**src/rtl/spi_memif_pkg.sv**
```systemverilog
// Shared constants, types and packet framing helpers for the SPI memory bridge.
// A packet is two halves, each {2 frame bits, half a data word}, sent MSB first.
package spi_memif_pkg;

  localparam int WORD_W       = 8;
  localparam int ADDR_W       = 2;
  localparam int PACKET_WIDTH = WORD_W + 4;
  localparam int HALF         = PACKET_WIDTH / 2;
  localparam int NIB          = WORD_W / 2;

  localparam logic [1:0] FRAME_HI = 2'b10;
  localparam logic [1:0] FRAME_LO = 2'b01;

  typedef logic [WORD_W-1:0]       word_t;
  typedef logic [PACKET_WIDTH-1:0] packet_t;

  typedef enum logic [1:0] {
    ST_RD_ADDR = 2'd0,
    ST_WR_ADDR = 2'd1,
    ST_DATA    = 2'd2
  } cmd_state_e;

  typedef struct packed {
    cmd_state_e state;
    logic       data_ready;
  } memif_dbg_t;

  function automatic packet_t pack_word(input word_t w);
    return {FRAME_HI, w[WORD_W-1:NIB], FRAME_LO, w[NIB-1:0]};
  endfunction

  function automatic word_t unpack_word(input packet_t p);
    return {p[PACKET_WIDTH-3 -: NIB], p[NIB-1:0]};
  endfunction

  function automatic logic frame_ok(input packet_t p);
    return (p[PACKET_WIDTH-1 -: 2] == FRAME_HI) && (p[HALF-1 -: 2] == FRAME_LO);
  endfunction

endpackage

```
**src/rtl/spi_memif_serdes.sv**
```systemverilog
// SPI mode-0 slave shifter: synchronises the pins into clk, shifts MOSI in on
// SCLK rise, raises data_ready for one clk per full packet, shifts MISO on fall.
module spi_memif_serdes
  import spi_memif_pkg::*;
(
  input  logic    clk,
  input  logic    reset,
  input  logic    spi_SCLK,
  input  logic    spi_SSEL,
  input  logic    spi_MOSI,
  input  packet_t out_packet,
  output logic    spi_MISO,
  output logic    data_ready,
  output packet_t in_packet,
  output logic    ssel_idle
);

  localparam int CW = $clog2(PACKET_WIDTH);

  // [0],[1] form the synchroniser; sclk_sync[2] is the previous synced level.
  logic [2:0]    sclk_sync;
  logic [1:0]    ssel_sync;
  logic [1:0]    mosi_sync;
  logic          sclk_rise;
  logic          sclk_fall;
  logic [CW-1:0] bit_cnt;
  packet_t       rx_shift;
  packet_t       tx_shift;
  logic          load_pending;

  always_ff @(posedge clk or negedge reset) begin
    if (!reset) begin
      sclk_sync <= '0;
      ssel_sync <= '1;
      mosi_sync <= '0;
    end else begin
      sclk_sync <= {sclk_sync[1:0], spi_SCLK};
      ssel_sync <= {ssel_sync[0], spi_SSEL};
      mosi_sync <= {mosi_sync[0], spi_MOSI};
    end
  end

  assign ssel_idle = ssel_sync[1];
  assign sclk_rise = sclk_sync[1] & ~sclk_sync[2];
  assign sclk_fall = ~sclk_sync[1] & sclk_sync[2];
  assign spi_MISO  = ~ssel_idle & tx_shift[PACKET_WIDTH-1];

  always_ff @(posedge clk or negedge reset) begin
    if (!reset) begin
      bit_cnt      <= '0;
      rx_shift     <= '0;
      tx_shift     <= '0;
      in_packet    <= '0;
      data_ready   <= 1'b0;
      load_pending <= 1'b0;
    end else begin
      data_ready <= 1'b0;
      if (ssel_idle) begin
        bit_cnt      <= '0;
        tx_shift     <= '0;
        load_pending <= 1'b0;
      end else begin
        if (sclk_rise) begin
          rx_shift <= {rx_shift[PACKET_WIDTH-2:0], mosi_sync[1]};
          if (bit_cnt == CW'(PACKET_WIDTH - 1)) begin
            bit_cnt      <= '0;
            data_ready   <= 1'b1;
            in_packet    <= {rx_shift[PACKET_WIDTH-2:0], mosi_sync[1]};
            load_pending <= 1'b1;
          end else begin
            bit_cnt <= bit_cnt + 1'b1;
          end
        end
        // The fall right after a completed packet presents the reply MSB in time
        // for the master's next rising-edge sample.
        if (sclk_fall) begin
          if (load_pending) begin
            tx_shift     <= out_packet;
            load_pending <= 1'b0;
          end else begin
            tx_shift <= {tx_shift[PACKET_WIDTH-2:0], 1'b0};
          end
        end
      end
    end
  end

endmodule

```
**src/rtl/spi_memif.sv**
```systemverilog
// SPI-slave bridge to a 1-clk-latency RAM: packet 1 sets the read address,
// packet 2 the write address, every later packet is written and both advance.
module spi_memif
  import spi_memif_pkg::*;
#(
  parameter int WORD_WIDTH = WORD_W,
  parameter int ADDR_WIDTH = ADDR_W
) (
  input  logic                  clk,
  input  logic                  reset,
  input  logic                  spi_SCLK,
  input  logic                  spi_SSEL,
  input  logic                  spi_MOSI,
  output logic                  spi_MISO,
  output logic [ADDR_WIDTH-1:0] rd_addr,
  input  logic [WORD_WIDTH-1:0] rd_data,
  output logic [ADDR_WIDTH-1:0] wr_addr,
  output logic [WORD_WIDTH-1:0] wr_data,
  output logic                  wr_enable,
  output logic                  inPacketIsValid,
  output memif_dbg_t            dbg
);

  packet_t    in_packet;
  packet_t    out_packet;
  word_t      in_word;
  logic       data_ready;
  logic       ssel_idle;
  logic       dr_d1;
  logic       dr_d2;
  cmd_state_e state;

  spi_memif_serdes u_serdes (
    .clk        (clk),
    .reset      (reset),
    .spi_SCLK   (spi_SCLK),
    .spi_SSEL   (spi_SSEL),
    .spi_MOSI   (spi_MOSI),
    .out_packet (out_packet),
    .spi_MISO   (spi_MISO),
    .data_ready (data_ready),
    .in_packet  (in_packet),
    .ssel_idle  (ssel_idle)
  );

  assign in_word        = unpack_word(in_packet);
  assign dbg.state      = state;
  assign dbg.data_ready = data_ready;

  always_ff @(posedge clk or negedge reset) begin
    if (!reset) begin
      state           <= ST_RD_ADDR;
      rd_addr         <= '0;
      wr_addr         <= '0;
      wr_data         <= '0;
      wr_enable       <= 1'b0;
      inPacketIsValid <= 1'b0;
    end else begin
      wr_enable <= 1'b0;
      // wr_addr is held through the strobe cycle and steps afterwards.
      if (wr_enable) wr_addr <= wr_addr + 1'b1;
      if (ssel_idle) begin
        state           <= ST_RD_ADDR;
        inPacketIsValid <= 1'b0;
      end else if (data_ready) begin
        inPacketIsValid <= frame_ok(in_packet);
        if (frame_ok(in_packet)) begin
          case (state)
            ST_RD_ADDR: begin
              rd_addr <= in_word[ADDR_WIDTH-1:0];
              state   <= ST_WR_ADDR;
            end
            ST_WR_ADDR: begin
              wr_addr <= in_word[ADDR_WIDTH-1:0];
              state   <= ST_DATA;
            end
            ST_DATA: begin
              wr_data   <= in_word;
              wr_enable <= 1'b1;
              rd_addr   <= rd_addr + 1'b1;
            end
            default: state <= ST_RD_ADDR;
          endcase
        end
      end
    end
  end

  // Reply is captured exactly 3 clk after data_ready, so a read of the address
  // being written in the same cycle returns the old contents.
  always_ff @(posedge clk or negedge reset) begin
    if (!reset) begin
      dr_d1      <= 1'b0;
      dr_d2      <= 1'b0;
      out_packet <= '0;
    end else if (ssel_idle) begin
      dr_d1 <= 1'b0;
      dr_d2 <= 1'b0;
    end else begin
      dr_d1 <= data_ready;
      dr_d2 <= dr_d1;
      if (dr_d2) out_packet <= pack_word(rd_data);
    end
  end

endmodule

```
**config.mk**
```make
export PLATFORM = sky130hd
export DESIGN_NAME = spi_memif
export DESIGN_NICKNAME = d
export VERILOG_FILES = /design/src/rtl/spi_memif_pkg.sv /design/src/rtl/spi_memif_serdes.sv /design/src/rtl/spi_memif.sv
export SDC_FILE = /design/constraint.sdc
export NUM_CORES = 1
export LEC_CHECK = 0
export CORE_MARGIN = 2
export CORE_UTILIZATION = 40
export CTS_CLUSTER_SIZE = 14
export DETAILED_ROUTE_END_ITERATION = 16
export PLACE_DENSITY = 0.69
export REMOVE_ABC_BUFFERS = 1
export SETUP_SLACK_MARGIN = 0.05
export SLEW_MARGIN = 20
export SYNTH_ARGS = -nofsm -noshare
export SYNTH_HDL_FRONTEND = slang
export SYNTH_SLANG_ARGS = --single-unit
```
**constraint.sdc**
```tcl
create_clock -name clk -period 3.3 [get_ports clk]
set_input_delay 0.66 -clock clk [delete_from_list [all_inputs] [get_ports clk]]
set_output_delay 0.66 -clock clk [all_outputs]
set_load 0.01 [all_outputs]
```
==> results of run 1 <==
## power by group through the flow
stage | clock network [mW] | logic, mW | registers (mW)
global route | 0.964 | 0.104 | 1.02
global placement | 0 | 0.0929 | 1.03
CTS | 0.927 | 0.0964 | 1.01
detailed placement | 0 | 0.0963 | 1.03
floorplan | 0 | 0.0575 | 1.02
finish | 0.901 | 0.0933 | 1.01
## critical path, stage by stage, from the launching register on
cell	delay, ns
dfstp_2	0.75
nor2b_1	0.09
clkdlybuf4s50_1	0.49
## cell usage after synthesis
cell	count
buf_4	1
nand4_4	1
a21oi_1	3
buf_2	5
nor2_1	7
ha_1	1
or2b_1	1
nand2b_4	1
or4_1	1
a41o_1	2
a22o_1	2
or3_1	1
xor2_1	2
o2bb2ai_1	10
buf_1	1
nand3_1	2
mux2_2	32
a32o_1	1
dfrtp_1	73
nor3b_1	1
buf_8	1
and4bb_1	1
o21bai_1	1
a2bb2oi_1	1
nand2_1	6
or2_2	1
buf_6	1
nor4_4	1
nand4_1	2
a21o_1	1
o211ai_1	1
dfstp_2	2
a311oi_1	1
o21ai_0	2
clkbuf_1	4
nor2b_1	5
and2_1	1
mux2i_1	12
mux2_4	9
or3b_2	1
xnor2_1	2
inv_1	7
## per-stage QoR
stage / instances / util [%] / hold slack [ns]
floorplan: 198 / - / 0.3312
finish: 344 / 50.26 / 0.3517
CTS: 344 / 50.26 / 0.3542
global route: 344 / 50.26 / 0.3664
global placement: 328 / 46.65 / 0.3376
detailed placement: 328 / 46.65 / 0.3379
## flip-flops by register name, indices dropped and copies added, names as in the netlist, 3 cells and up
signal              flops
wr_data                 8
u_serdes.in_packet     12
u_serdes.bit_cnt        4
u_serdes.tx_shift      12
u_serdes.sclk_sync      3
out_packet              9
u_serdes.rx_shift      11
## logic make-up (layout without fill, tap and decap cells)
group	count (synthesis)	count (layout)	synth area share, %
AO/OA/AOI/OAI	25	25	6.526
XOR/XNOR	4	4	1.142
adder cells (fa/ha/maj)	1	1	0.4078
buffers and inverters	20	54	3.385
flip-flops	75	75	61.26
multiplexers	53	53	20.07
AND/OR/NAND/NOR	33	33	7.219
## worst max-delay path by stage
stage / start / end / cells after the start
after floorplan: u_serdes.bit_cnt[0] / u_serdes.in_packet[0] / 4
after global placement: u_serdes.ssel_sync[1] / spi_MISO / 2
after detailed placement: u_serdes.ssel_sync[1] / spi_MISO / 2
after CTS: u_serdes.ssel_sync[1] / spi_MISO / 2
after global routing: u_serdes.ssel_sync[1] / spi_MISO / 2
final: u_serdes.ssel_sync[1] / spi_MISO / 2
## area by class of cell
class	count	area (µm²)
clock inverter	6	137.6
fill	617	3646
tap	99	123.9
clock buffer	10	127.6
timing repair buffer	31	305.3
multi-input combinational	116	1085
inverter	7	26.28
sequential	75	1879
## routing by layer
layer | routed length, µm | up-vias | GRT usage, %
met5 | 0 | - | 0
met4 | 73 | 0 | 5.682
li1 | - | 807 | -
met3 | 240 | 7 | 4.896
met2 | 2237 | 30 | 19.98
met1 | 2212 | 824 | 16.59
==> results.toml, run 1 <==
[detailed_routing]
wire_per_inst_um = 13.85
drc_errors = 0
vias_per_cell = 4.849
drtAntennaViolNets = 0
via_count = 1668
first_pass_iters = 4
drt_iter0_drc = 108
finalWirelength_mm = 4.763

[worst_setup_path]
regToRegSetupSlack_ns = 1.51
critPathArrivalTime_ns = 1.67
cp-end-kind = "output pin"
regToRegStartpoint = "u_serdes.sclk_sync[2]"
crit_fanout = 19
critPathLaunchType = "register"
r2r_end = "u_serdes.rx_shift[2]"
path_class = "register to output pin"
required_ns = 2.64
ff2ff_path_depth = 3

[power_and_ir_drop]
pwr-share-comb_pct = 4.7
max-vdd-ir-drop_mv = 0.3151
p_sw_mw = 0.3989
p_sw_share_pct = 19.89
intPower_mw = 1.607
design_power_total_mw = 2.006
pwr_density_cell_mw_per_mm2 = 544.4
p_leak_nw = 1.686
power.clock.fraction_pct = 44.9
seqPwrFrac_pct = 50.4

[clock_network]
clk_latency_ns = 0.34
hold_buffers = 0
cts_sinks = 75
clockBufferDepth = 2
cts-root-buf = "clkbuf_8"
cts-buffers-inserted = 9
htreeDepth = 3
cts.clk_slew.worst_paths_ns = 0.07
postCtsResizedCells = 0
cts_tree = "yes"
postCtsSetupBuffers = 0

[synthesis]
syn_avg_cell_area_um2 = 14.54
netlist-cell-type-count = 42
synth-seq-cells = 75
yosysSeqAreaShare_pct = 61.26
yosysWarningCount = 0
syn_area_mm2 = 0.003068
synth_top_area_share_pct = 59.54
yosys-top-cells-area = "dfrtp_1 60%, mux2_2 12%, mux2_4 4.4%, mux2i_1 3.9%, o2bb2ai_1 2.9%"
synth_cells = 211
synth_top_cell_by_area = "dfrtp_1"

[sta]
slew_headroom_pct = 39.21
setup_viol = 0
setup_slack_ns = 0.9673
timing.final.crit_period_ns = 2.333
slew_violations = 0
timing.fmax_ghz = 0.4287
period_share_pct = 70.69
rsz0062_at_grt = "false"
hold_viol_final = 0
worst_pin_slew_ns = 0.9119
finClkSkew_ns = 0.009183
setup_tns_ns = 0

[global_route]
overflow = 0
first_global_vias = 1753
grt_max_degree = 76
antenna_found_initial = 0
grt_usage_pct = 13.08
grt_pass1_wl_mm = 8.514

[worst_hold_path]
hold_path_depth = 0
hp-start = "u_serdes.sclk_sync[0]"
hp-class = "register to register"
min_to = "u_serdes.sclk_sync[1]"

[floorplanning]
die_w_um = 91.58
rows = 31
fp.coreArea_mm2 = 0.007331
num_io_pins = 31
initial_core_util_pct = 41.85
dieHeight_um = 91.58
dieArea_mm2 = 0.008386

[finish]
final_cell_area_mm2 = 0.003685
fin_nets = 254
antenna_cells = 0
drive_above_1_share_pct = 26.53
most-common-layout-cells = "73 x dfrtp_1, 32 x mux2_2, 29 x clkdlybuf4s50_1"
layout_commonest_cell = "dfrtp_1"
area_growth_pct = 20.11

[place]
gp_congestion = 0.7014
dp_hpwl_mm = 3.152
dp_slack_ns = 1.322
io_buffer_count = 30
place_area_mm2 = 0.003420

[run_status]
status = "completed"

[run]
cap_violations = 0
Note: power is estimated with default switching activity, not from simulation.
==> run 2: changes to the inputs <==
==> constraint.sdc (replaced) <==
create_clock -name clk -period 2.3 [get_ports clk]
set_input_delay 0.46 -clock clk [delete_from_list [all_inputs] [get_ports clk]]
set_output_delay 0.46 -clock clk [all_outputs]
set_load 0.01 [all_outputs]
==> run 2 against run 1 <==
Compared with the run above:
- via count increased by 1.9%
- die area unchanged
- register-to-register slack got worse by 1.0 ns
- final cell count increased by 0.29%
- hold slack got worse by 0.26 ns
- clock skew decreased by 0.0023 ns
- combinational power increased by 48%
- sequential cell count unchanged
- count of clock-buffer cells in the layout increased by 2
- critical path depth unchanged
- clock power about the same
- largest power group unchanged
- highest routed layer unchanged
==> results.toml, run 2 (synthesized netlist as in run 1, its figures left out) <==
[run_status]
status = "completed"

[finish]
layout_commonest_cell = "dfrtp_1"
antenna_cells = 0
fill_cells = 642
area_growth_pct = 17.99
fin_nets = 255
seq_area_mm2 = 0.001879
final_util_pct = 49.38
largest_registers = "u_serdes.in_packet (12), u_serdes.tx_shift (12), u_serdes.rx_shift (11)"
multiInputGateArea_mm2 = 0.001085
most-common-layout-cells = "73 x dfrtp_1, 32 x mux2_2, 29 x clkdlybuf4s50_1"
drive_above_1_share_pct = 26.83

[clock_network]
postCtsSetupBuffers = 0
cts_tree = "yes"
htreeDepth = 3
hold_buffers = 0
cts_sinks = 75
cts-buffers-inserted = 9
clockBufferDepth = 2
cts.clk_slew.worst_paths_ns = 0.07
clk_latency_ns = 0.34
cts-root-buf = "clkbuf_8"
postCtsResizedCells = 0

[floorplanning]
num_io_pins = 31
initial_core_util_pct = 41.85
dieHeight_um = 91.58
dieArea_mm2 = 0.008386
die_w_um = 91.58
rows = 31
fp.coreArea_mm2 = 0.007331

[power_and_ir_drop]
max-vdd-ir-drop_mv = 0.5166
design_power_total_mw = 2.489
pwr_density_cell_mw_per_mm2 = 687.7
p_leak_nw = 1.653

[worst_setup_path]
regToRegSetupSlack_ns = 0.48
required_ns = 1.84
critPathLaunchType = "register"
critPathArrivalTime_ns = 1.69
crit_fanout = 19
cp-end-kind = "output pin"
path_class = "register to output pin"

[sta]
setup_slack_ns = 0.1488
setup_viol = 0
timing.final.crit_period_ns = 2.151
holdWs_ns = 0.09369
finClkSkew_ns = 0.006897
slew_violations = 0
timing.fmax_ghz = 0.4649
rsz0062_at_grt = "false"
hold_viol_final = 0
setup_tns_ns = 0
slew_headroom_pct = 39.05
worst_pin_slew_ns = 0.9108
period_share_pct = 93.53

[place]
gp_congestion = 0.7388
io_buffer_count = 30
dp_slack_ns = 0.4578
dp_hpwl_mm = 3.247

[detailed_routing]
drt_iter0_drc = 77
vias_per_cell = 4.925
finalWirelength_mm = 4.899
wire_per_inst_um = 14.20
via_count = 1699
drtAntennaViolNets = 0
drc_errors = 0
first_pass_iters = 4

[global_route]
grt_pass1_wl_mm = 8.652
grt_max_degree = 42
grt_usage_pct = 13.32
first_global_vias = 1795
antenna_found_initial = 0
overflow = 0

[worst_hold_path]
hp-class = "input pin to asynchronous set/reset pin"

[run]
cap_violations = 0
-- run 2: through the flow --
step                instance area (µm²)  std cells
floorplan                          2990        198
global placement                   3440        329
detailed placement                 3440        329
CTS                                3620        345
global route                       3620        345
finish                             3620        345
-- run 2: cell type report --
type                            instances  area share [%]
Tap cell                               99           3.422
Clock inverter                          4          0.6913
Inverter                                7          0.7259
Clock buffer                           12           4.286
Multi-Input combinational cell        116           29.97
Sequential cell                        75           51.92
Timing Repair Buffer                   32           8.987
-- run 2: worst paths after layout --
kind | start | to | depth (start not counted)
setup / recovery | u_serdes.ssel_sync[1] | spi_MISO | 2
hold / removal | reset | out_packet[8] | 1
hold reg to reg | u_serdes.sclk_sync[0] | u_serdes.sclk_sync[1] | 0
setup reg to reg | u_serdes.sclk_sync[2] | u_serdes.rx_shift[0] | 3
min in group clk | u_serdes.sclk_sync[0] | u_serdes.sclk_sync[1] | 0
max in group asynchronous | reset | u_serdes.ssel_sync[0] | 2
-- run 2: critical path: stages, from the launching register on --
cell	delay, ns
dfstp_2	0.75
nor2b_1	0.11
clkdlybuf4s50_1	0.49
-- run 2: power by group --
part	internal (mW)	total, mW	switching (mW)
logic	0.0811	0.138	0.0567
registers	1.39	1.45	0.0593
clock network	0.447	0.898	0.451
-- run 2: routing by layer --
layer | routed length [µm] | part of all wire (%) | track usage, %
met2 | 2361 | 48 | 20.40
met1 | 2207 | 45 | 16.53
met5 | 0 | 0 | 0
met4 | 80 | 1.6 | 4.924
met3 | 250 | 5.1 | 6.058
